**src/rtl/uart_tx_arbiter.sv**
```systemverilog
// Round-robin arbiter that shares one byte-wide UART transmitter among
// NREQ requesters. The winner's byte is latched and the transmitter sees a
// 4-phase tx_sent/tx_recieve handshake. A one-cycle ack is returned to the
// requester. A stuck transmitter is abandoned after TIMEOUT cycles.
module uart_tx_arbiter #(
  parameter int NREQ    = 4,
  parameter int DW      = 8,
  parameter int TIMEOUT = 65535
) (
  input  logic                    clk,
  input  logic                    rst_n,
  input  logic [NREQ-1:0]         req,
  input  logic [NREQ*DW-1:0]      req_data,
  output logic [NREQ-1:0]         req_ack,
  output logic [DW-1:0]           tx_data,
  output logic                    tx_sent,
  input  logic                    tx_recieve,
  output logic [$clog2(NREQ)-1:0] grant_id,
  output logic                    busy,
  output logic                    timeout_err
);

  localparam int GW = $clog2(NREQ);
  localparam int CW = (TIMEOUT < 1) ? 1 : $clog2(TIMEOUT + 1);
  localparam logic [CW-1:0] CNT_MAX = CW'(TIMEOUT);

  typedef enum logic [1:0] {
    IDLE     = 2'd0,
    SEND     = 2'd1,
    WAIT_LOW = 2'd2
  } state_t;

  state_t        state_reg;
  logic [GW-1:0] ptr_reg;
  logic [CW-1:0] cnt_reg;

  // Per-requester byte view of the packed data bus.
  logic [DW-1:0] data_arr [NREQ];

  for (genvar gi = 0; gi < NREQ; gi++) begin : g_unpack
    assign data_arr[gi] = req_data[gi*DW +: DW];
  end

  logic          win_found;
  logic [GW-1:0] win_idx;
  logic [GW-1:0] probe_idx;

  // Pick the first active request after the last winner, wrapping around.
  always_comb begin
    win_found = 1'b0;
    win_idx   = '0;
    probe_idx = '0;
    for (int k = 1; k <= NREQ; k++) begin
      probe_idx = GW'((int'(ptr_reg) + k) % NREQ);
      if (!win_found && req[probe_idx]) begin
        win_found = 1'b1;
        win_idx   = probe_idx;
      end
    end
  end

  // Arbitration and handshake state machine; all outputs registered.
  always_ff @(posedge clk or negedge rst_n) begin
    if (!rst_n) begin
      state_reg   <= IDLE;
      ptr_reg     <= GW'(NREQ - 1);
      cnt_reg     <= '0;
      tx_sent     <= 1'b0;
      tx_data     <= '0;
      req_ack     <= '0;
      grant_id    <= '0;
      busy        <= 1'b0;
      timeout_err <= 1'b0;
    end else begin
      req_ack     <= '0;
      timeout_err <= 1'b0;
      case (state_reg)
        IDLE: begin
          if (win_found) begin
            tx_data   <= data_arr[win_idx];
            grant_id  <= win_idx;
            ptr_reg   <= win_idx;
            tx_sent   <= 1'b1;
            cnt_reg   <= '0;
            busy      <= 1'b1;
            state_reg <= SEND;
          end
        end
        SEND: begin
          // A tx_recieve still high from before counts as done at once.
          if (tx_recieve) begin
            tx_sent           <= 1'b0;
            req_ack[grant_id] <= 1'b1;
            state_reg         <= WAIT_LOW;
          end else if (cnt_reg == CNT_MAX) begin
            tx_sent     <= 1'b0;
            timeout_err <= 1'b1;
            state_reg   <= WAIT_LOW;
          end else begin
            cnt_reg <= cnt_reg + 1'b1;
          end
        end
        WAIT_LOW: begin
          // Wait for the transmitter to release before the next grant.
          if (!tx_recieve) begin
            busy      <= 1'b0;
            state_reg <= IDLE;
          end
        end
        default: begin
          tx_sent   <= 1'b0;
          busy      <= 1'b0;
          state_reg <= IDLE;
        end
      endcase
    end
  end

endmodule

```
**config.mk**
```make
export PLATFORM = sky130hd
export DESIGN_NAME = uart_tx_arbiter
export DESIGN_NICKNAME = d
export VERILOG_FILES = /design/src/rtl/uart_tx_arbiter.sv
export SDC_FILE = /design/constraint.sdc
export NUM_CORES = 1
export LEC_CHECK = 0
export ABC_AREA = 1
export ABC_CLOCK_PERIOD_IN_PS = 2900
export BUFFER_PORTS_ARGS = -buffer_cell sky130_fd_sc_hd__buf_4
export CORE_AREA = 2 2 107 109
export CTS_CLUSTER_DIAMETER = 120
export CTS_CLUSTER_SIZE = 25
export DETAILED_ROUTE_END_ITERATION = 7
export DIE_AREA = 0 0 109 111
export MAX_ROUTING_LAYER = met4
export PLACE_DENSITY = 0.43
export SLEW_MARGIN = 10
export SYNTH_ARGS = -nofsm -noshare
export SYNTH_HDL_FRONTEND = slang
export SYNTH_SLANG_ARGS = --single-unit
```
**constraint.sdc**
```tcl
create_clock -name clk -period 2.9 [get_ports clk]
set_clock_uncertainty 0.1 [all_clocks]
set_input_delay 0.29 -clock clk [delete_from_list [all_inputs] [get_ports clk]]
set_output_delay 0.29 -clock clk [all_outputs]
set_load 0.005 [all_outputs]
```
## Yosys cells after proc, flatten, opt, wreduce, memory -nomap -nowiden

Index checks and enable logic that the tools add are counted.

- Reduce and logical (&&, ||, !) cells: 14
- Magnitude comparators: 7
- Multiplexer cells: 41
- Add/sub/neg operators: 5
- Bitwise operators: 3
- Equality and inequality tests: 8

Operators with widths:

| operator | number |
|---|---|
| two-way mux 16 bit | 3 |
| one-hot mux 16 bit (2 select lines) | 1 |
| adder 16 x 1 -> 16 bit, second input constant | 1 |
| binary-select mux 8 bit (select 2 bit) | 1 |
| equality test 16 bit, second input constant | 1 |
| two-way mux 1 bit | 16 |
| two-way mux 2 bit | 8 |
| two-way mux 8 bit | 2 |
| < comparator 2 x 3 -> 1 bit, second input constant | 5 |
| AND reduction 3 bit | 3 |
| binary-select mux 1 bit (select 2 bit) | 4 |
| two-way mux 4 bit | 2 |
| inequality test 2 bit, second input constant | 4 |
| one-hot mux 1 bit (3 select lines) | 2 |
| one-hot mux 2 bit (3 select lines) | 1 |
| adder 2 x 1 -> 2 bit, second input constant | 2 |
| adder 2 bit, second input constant | 2 |
| logical AND 1 bit | 4 |
| AND reduction 4 bit | 1 |
| >= comparator 3 bit, second input constant | 1 |
| zero test 1 bit | 3 |
| inequality test 3 bit, second input constant | 1 |
| NOT 2 -> 3 bit | 1 |
| demux 1 bit (select 2 bit) | 1 |
| other kinds (7) | 8 |

- Output and inout bits: 17
- Input bits: 39
- Bits in registers: 37
- Logic and storage cells: 87

## Logic depth before layout (Yosys ltp)

- Depth after elaboration: 17
- Depth in mapped cells: 16
- Gate-level depth less buffers: 14

## Least setup slack after synthesis

No wires, ideal clock.

- Path type: register to register
- From: reg ptr_reg[0]
- To: reg tx_data[2]
- Buffers on the path: 2
- Stages on the path, launching flop included: 16
- Setup time: 117 ps
- Path slack: 968 ps
- Data arrival time: 1,715 ps
- Cells stage by stage: dfstp_2 buf_6 inv_6 nand2_1 nand2_1 nand2_2 nand2_2 inv_1 nand3_2 nand3_4 buf_6 nand2_1 nand3_1 nand2_1 nand2_1 nand2_1

- Longest elaborated chain between the ends: 17
- Elaborated cells between the ends (all ways): 31

RTL lines:

| element | line | RTL |
|---|---|---|
| from (decl) | 34 | `logic [GW-1:0] ptr_reg;` |
| from (signal assigned) | 66 | `ptr_reg <= GW'(NREQ - 1);` |
| from (signal assigned) | 82 | `ptr_reg <= win_idx;` |
| adder 2 x 1 -> 2 bit | 54 | `probe_idx = GW'((int'(ptr_reg) + k) % NREQ);` |
| binary-select mux 1 bit (select 2 bit) | 55 | `if (!win_found && req[probe_idx]) begin` |
| two-way mux 1 bit (implied by the code) | 55 |  |
| two-way mux 1 bit | 55 |  |
| zero test 1 bit | 55 |  |
| logical AND 1 bit | 55 |  |
| two-way mux 1 bit | 55 |  |
| zero test 1 bit | 55 |  |
| logical AND 1 bit | 55 |  |
| two-way mux 1 bit | 55 |  |
| zero test 1 bit | 55 |  |
| logical AND 1 bit | 55 |  |
| two-way mux 2 bit | 55 |  |
| NOT 2 -> 3 bit (implied by the code) | 80 | `tx_data <= data_arr[win_idx];` |
| binary-select mux 8 bit (select 2 bit) | 80 |  |
| two-way mux 8 bit (implied by the code) (2 in a row) | 80 |  |
| to (signal assigned) | 80 |  |
| to (decl) | 15 | `output logic [DW-1:0] tx_data,` |

Several ways; a longest one is shown, not always the timed one. The select of a mux whose other input is x is not followed.
A chain may end at the register's enable or synchronous reset.

## Worst setup path after layout

- From: reg ptr_reg[0]
- To: reg tx_data[1]

Same word-level chain as after synthesis.

==> impl_results.md <==
- Worst-case vdd ir drop: 0.3295 mV
- Final antenna diode count: 0
- Unrepaired setup endpoints after global routing: no
- Clock slew at the register clock pins of the worst setup and hold paths: 0.07 ns
- Final clock period utilization by the worst path: 85.16%
- Post-synthesis async set-or-reset flop share: 100.0%
- Combined area of all synthesized cells: 2456 um2
- CTS H-tree depth: 2
- Hold Crit Class: input pin to flip-flop
- Number of buffers inserted by port buffering: 55
- Crit Path Category: flip-flop to flip-flop
- Final count of hold timing violations: 0
- Kind of end point of the critical path: flip-flop
- Cell at the root of the clock tree: clkbuf_16
- Critical path origin: ptr_reg[0]
- Total power draw: 3.389 mW
- Final TNS setup: 0 ns
- Static Leak: approximately 1.6 nW
- Synth Area per Inst: roughly 7 um2
- Congestion Overflow GR: 0
- Reg power frac: 24.0%
- Maximum number of pins on one net before global-route repair: 38
- Share of final-layout standard cells stronger than drive strength 1: 23.81%
- Via count of the routed design: between 2000 and 2500
- Arrival time at the worst endpoint: about 2.6 ns
- Fillers: 1175
- Detail-routed net length per standard cell: around 12 um
- Category of the worst setup path launch point: flip-flop
- Minimum clock period after layout: ~2.5 ns
- Headroom to the max-slew limit: between 60% and 70%
- Number of antenna violations at the first check in global routing: 0
- Number of placement rows: 39
- Total detailed-routing wirelength: around 6.5 mm
- Post-CTS Resized: 0
- Max-slew violation count: 0
- Core box area: 11080 um2
- 1st-pass router iterations: 5
- Buffer depth of the longest clock path: 2
- Final setup violating endpoints: 0
- Die width: ~110 um
- Outcome: finished, final reports clean
- Max-Cap Viols: 0
- Distinct cells, synth: 29
- Via count of the first global-routing pass: roughly 2300
- Syn-to-layout area delta: 29.65%
- Global-route total usage across every layer: 11.59%
- FF+latch count, synth: 37
- CP max FO: 17
- Synthesized netlist cell count: around 340
- Final worst hold slack: 0.1084 ns
- Pin slew with the least headroom to its limit: 0.5054 ns
- Number of nets with antenna violations after routing: 0
- Number of DRC markers in iteration 0: approximately 150
- Maximum achievable frequency: 404.9 MHz
- Leading area contributor after synthesis: dfrtp_1
- Worst setup slack for register-to-register paths: 0.43 ns
- Critical R2R Launch: ptr_reg[0]
- Ratio of total power to cell area: 1064 nW/um2
- Yosys warnings: 0
- Most frequent cells after synthesis: nand2_1, inv_1, dfrtp_1
- Die Footprint: roughly 12000 um2
- Internal power of the cells: 1.821 mW
- Num CTS Buffers: 5
- Wire length of the first global-routing pass: 11.10 mm
- Clock tree sinks: 37
- Number of remaining DRC errors: 0
- Clock share of power: between 20 and 25%
- Starting utilization of the core area: 22.17%
- Flip-flop count of the largest register, all copies and words added: 16
- Sw power: 1.568 mW
- Most common cell in the netlist: nand2_1
- Hold path startpoint: tx_recieve
- Main area contributors after synthesis: dfrtp_1, nand2_1, inv_1
- CTS tree: built
- Most used flip-flop cell after synthesis: dfrtp_1
- Insertion delay to the later sink of the worst-skew pair: 0.28 ns
- Critical path data required time: 3.02 ns
- Sequential-to-total area share from yosys stat: 37.80%
- Vias per inst: 4.238
- Number of synthesized flops with an enable pin: 0
- Placer Congestion: 0.8175
- Number of nets in the final layout: between 400 and 500
- Die height: approximately 110 um
- Area fraction of the dominant cell type after synthesis: 35.66%
- Switching Fraction: 46.27%
- Number of nets in the synthesized netlist: 381
- Number of top-level pins: 56
- Detailed placer's ending HPWL: 4.892 mm
- Part of the power in combinational logic: roughly 54%
-- power groups by stage --
stage / logic [mW] / registers, mW / clock network, mW
2_1_floorplan: 1.51 / 0.775 / 0
3_3_place_gp: 1.85 / 0.825 / 0
3_5_place_dp: 1.86 / 0.823 / 0
4_1_cts: 1.87 / 0.815 / 0.739
5_1_grt: 2.11 / 0.837 / 0.764
6_report: 1.84 / 0.813 / 0.732
-- cell usage in the layout, fill, tap and decap left out --
| cell | count |
|---|---|
| nand3_4 | 1 |
| ha_1 | 1 |
| nand2_2 | 8 |
| nor3_1 | 5 |
| nand3_1 | 33 |
| bufinv_16 | 2 |
| xor2_1 | 7 |
| dfrtp_1 | 35 |
| nor2_2 | 1 |
| dfstp_2 | 2 |
| or2_2 | 1 |
| inv_1 | 50 |
| nor3_4 | 1 |
| inv_6 | 2 |
| o21ai_1 | 11 |
| inv_2 | 2 |
| clkbuf_16 | 5 |
| a21oi_1 | 6 |
| or2_1 | 4 |
| nor3_2 | 2 |
| dlygate4sd3_1 | 1 |
| nand2_4 | 2 |
| buf_4 | 57 |
| o21ai_0 | 9 |
| nand4_1 | 16 |
| nand4_4 | 1 |
| nor2_1 | 19 |
| or2_4 | 1 |
| nand3_2 | 7 |
| nor4_1 | 4 |
| nand2_1 | 103 |
-- metal layers --
metal / GRT usage [%] / vias up / routed length [um] / part of all wire [%]
li1: - / 1203 / - / -
met1: 15.70 / 1045 / 3169 / 49
met2: 18.10 / 47 / 3077 / 47
met3: 2.352 / 2 / 234 / 3.6
met4: 1.966 / 0 / 22 / 0.34
met5: - / - / 0 / 0
-- area by class of cell --
class / count / area [um2] / share of cell area (%)
Clock buffer: 5 / 125.1 / 3.929
Inverter: 53 / 203.9 / 6.405
Timing Repair Buffer: 58 / 437.9 / 13.75
Tap cell: 143 / 178.9 / 5.619
Multi-Input combinational cell: 243 / 1241 / 38.98
Clock inverter: 3 / 68.82 / 2.161
Sequential cell: 37 / 928.4 / 29.16
-- worst max-delay path, stage by stage (launching register included) --
cell,delay [ns]
dfstp_2,0.67
inv_6,0.07
nand2_1,0.11
nand3_1,0.10
nand2_1,0.12
nor2_2,0.05
nand3_2,0.20
nand2_2,0.28
nor2_1,0.45
nand3_1,0.17
nand3_2,0.08
-- cell families (layout without fill, tap and decap cells) --
group	after synthesis	count (layout)	synth area share, %
and+or+nand+nor	209	209	42.23
buffers and inverters	61	119	11.67
DFF	37	37	37.80
AOI/OAI and AO/OA	26	26	5.298
xor gates and xnor gates	7	7	2.496
adders and majority gates	1	1	0.5093
-- timing repair --
action / 4_1_cts / 5_1_grt
setup buffers: 0 / 0
hold buffers: 1 / 0
hold endpoints to repair: 35 / 0
-- per-stage QoR --
stage	cells	utilization (%)	cell area, um2	setup slack [ns]
2_1_floorplan	341	-	2456	0.9685
3_3_place_gp	533	26.91	2980	0.4037
3_5_place_dp	533	26.91	2980	0.3905
4_1_cts	542	28.75	3184	0.3779
5_1_grt	542	28.75	3184	0.1851
6_report	542	28.75	3184	0.4305
-- path summary, 6_finish.rpt --
path,endpoint,cells past startpoint
hold / removal,timeout_err,2
setup reg to reg,tx_data[1],10
setup / recovery,tx_data[1],10
hold reg to reg,req_ack[2],1
min in group asynchronous,cnt_reg[10],2
max in group asynchronous,ptr_reg[0],2
Power figures use the tool's default switching activity.
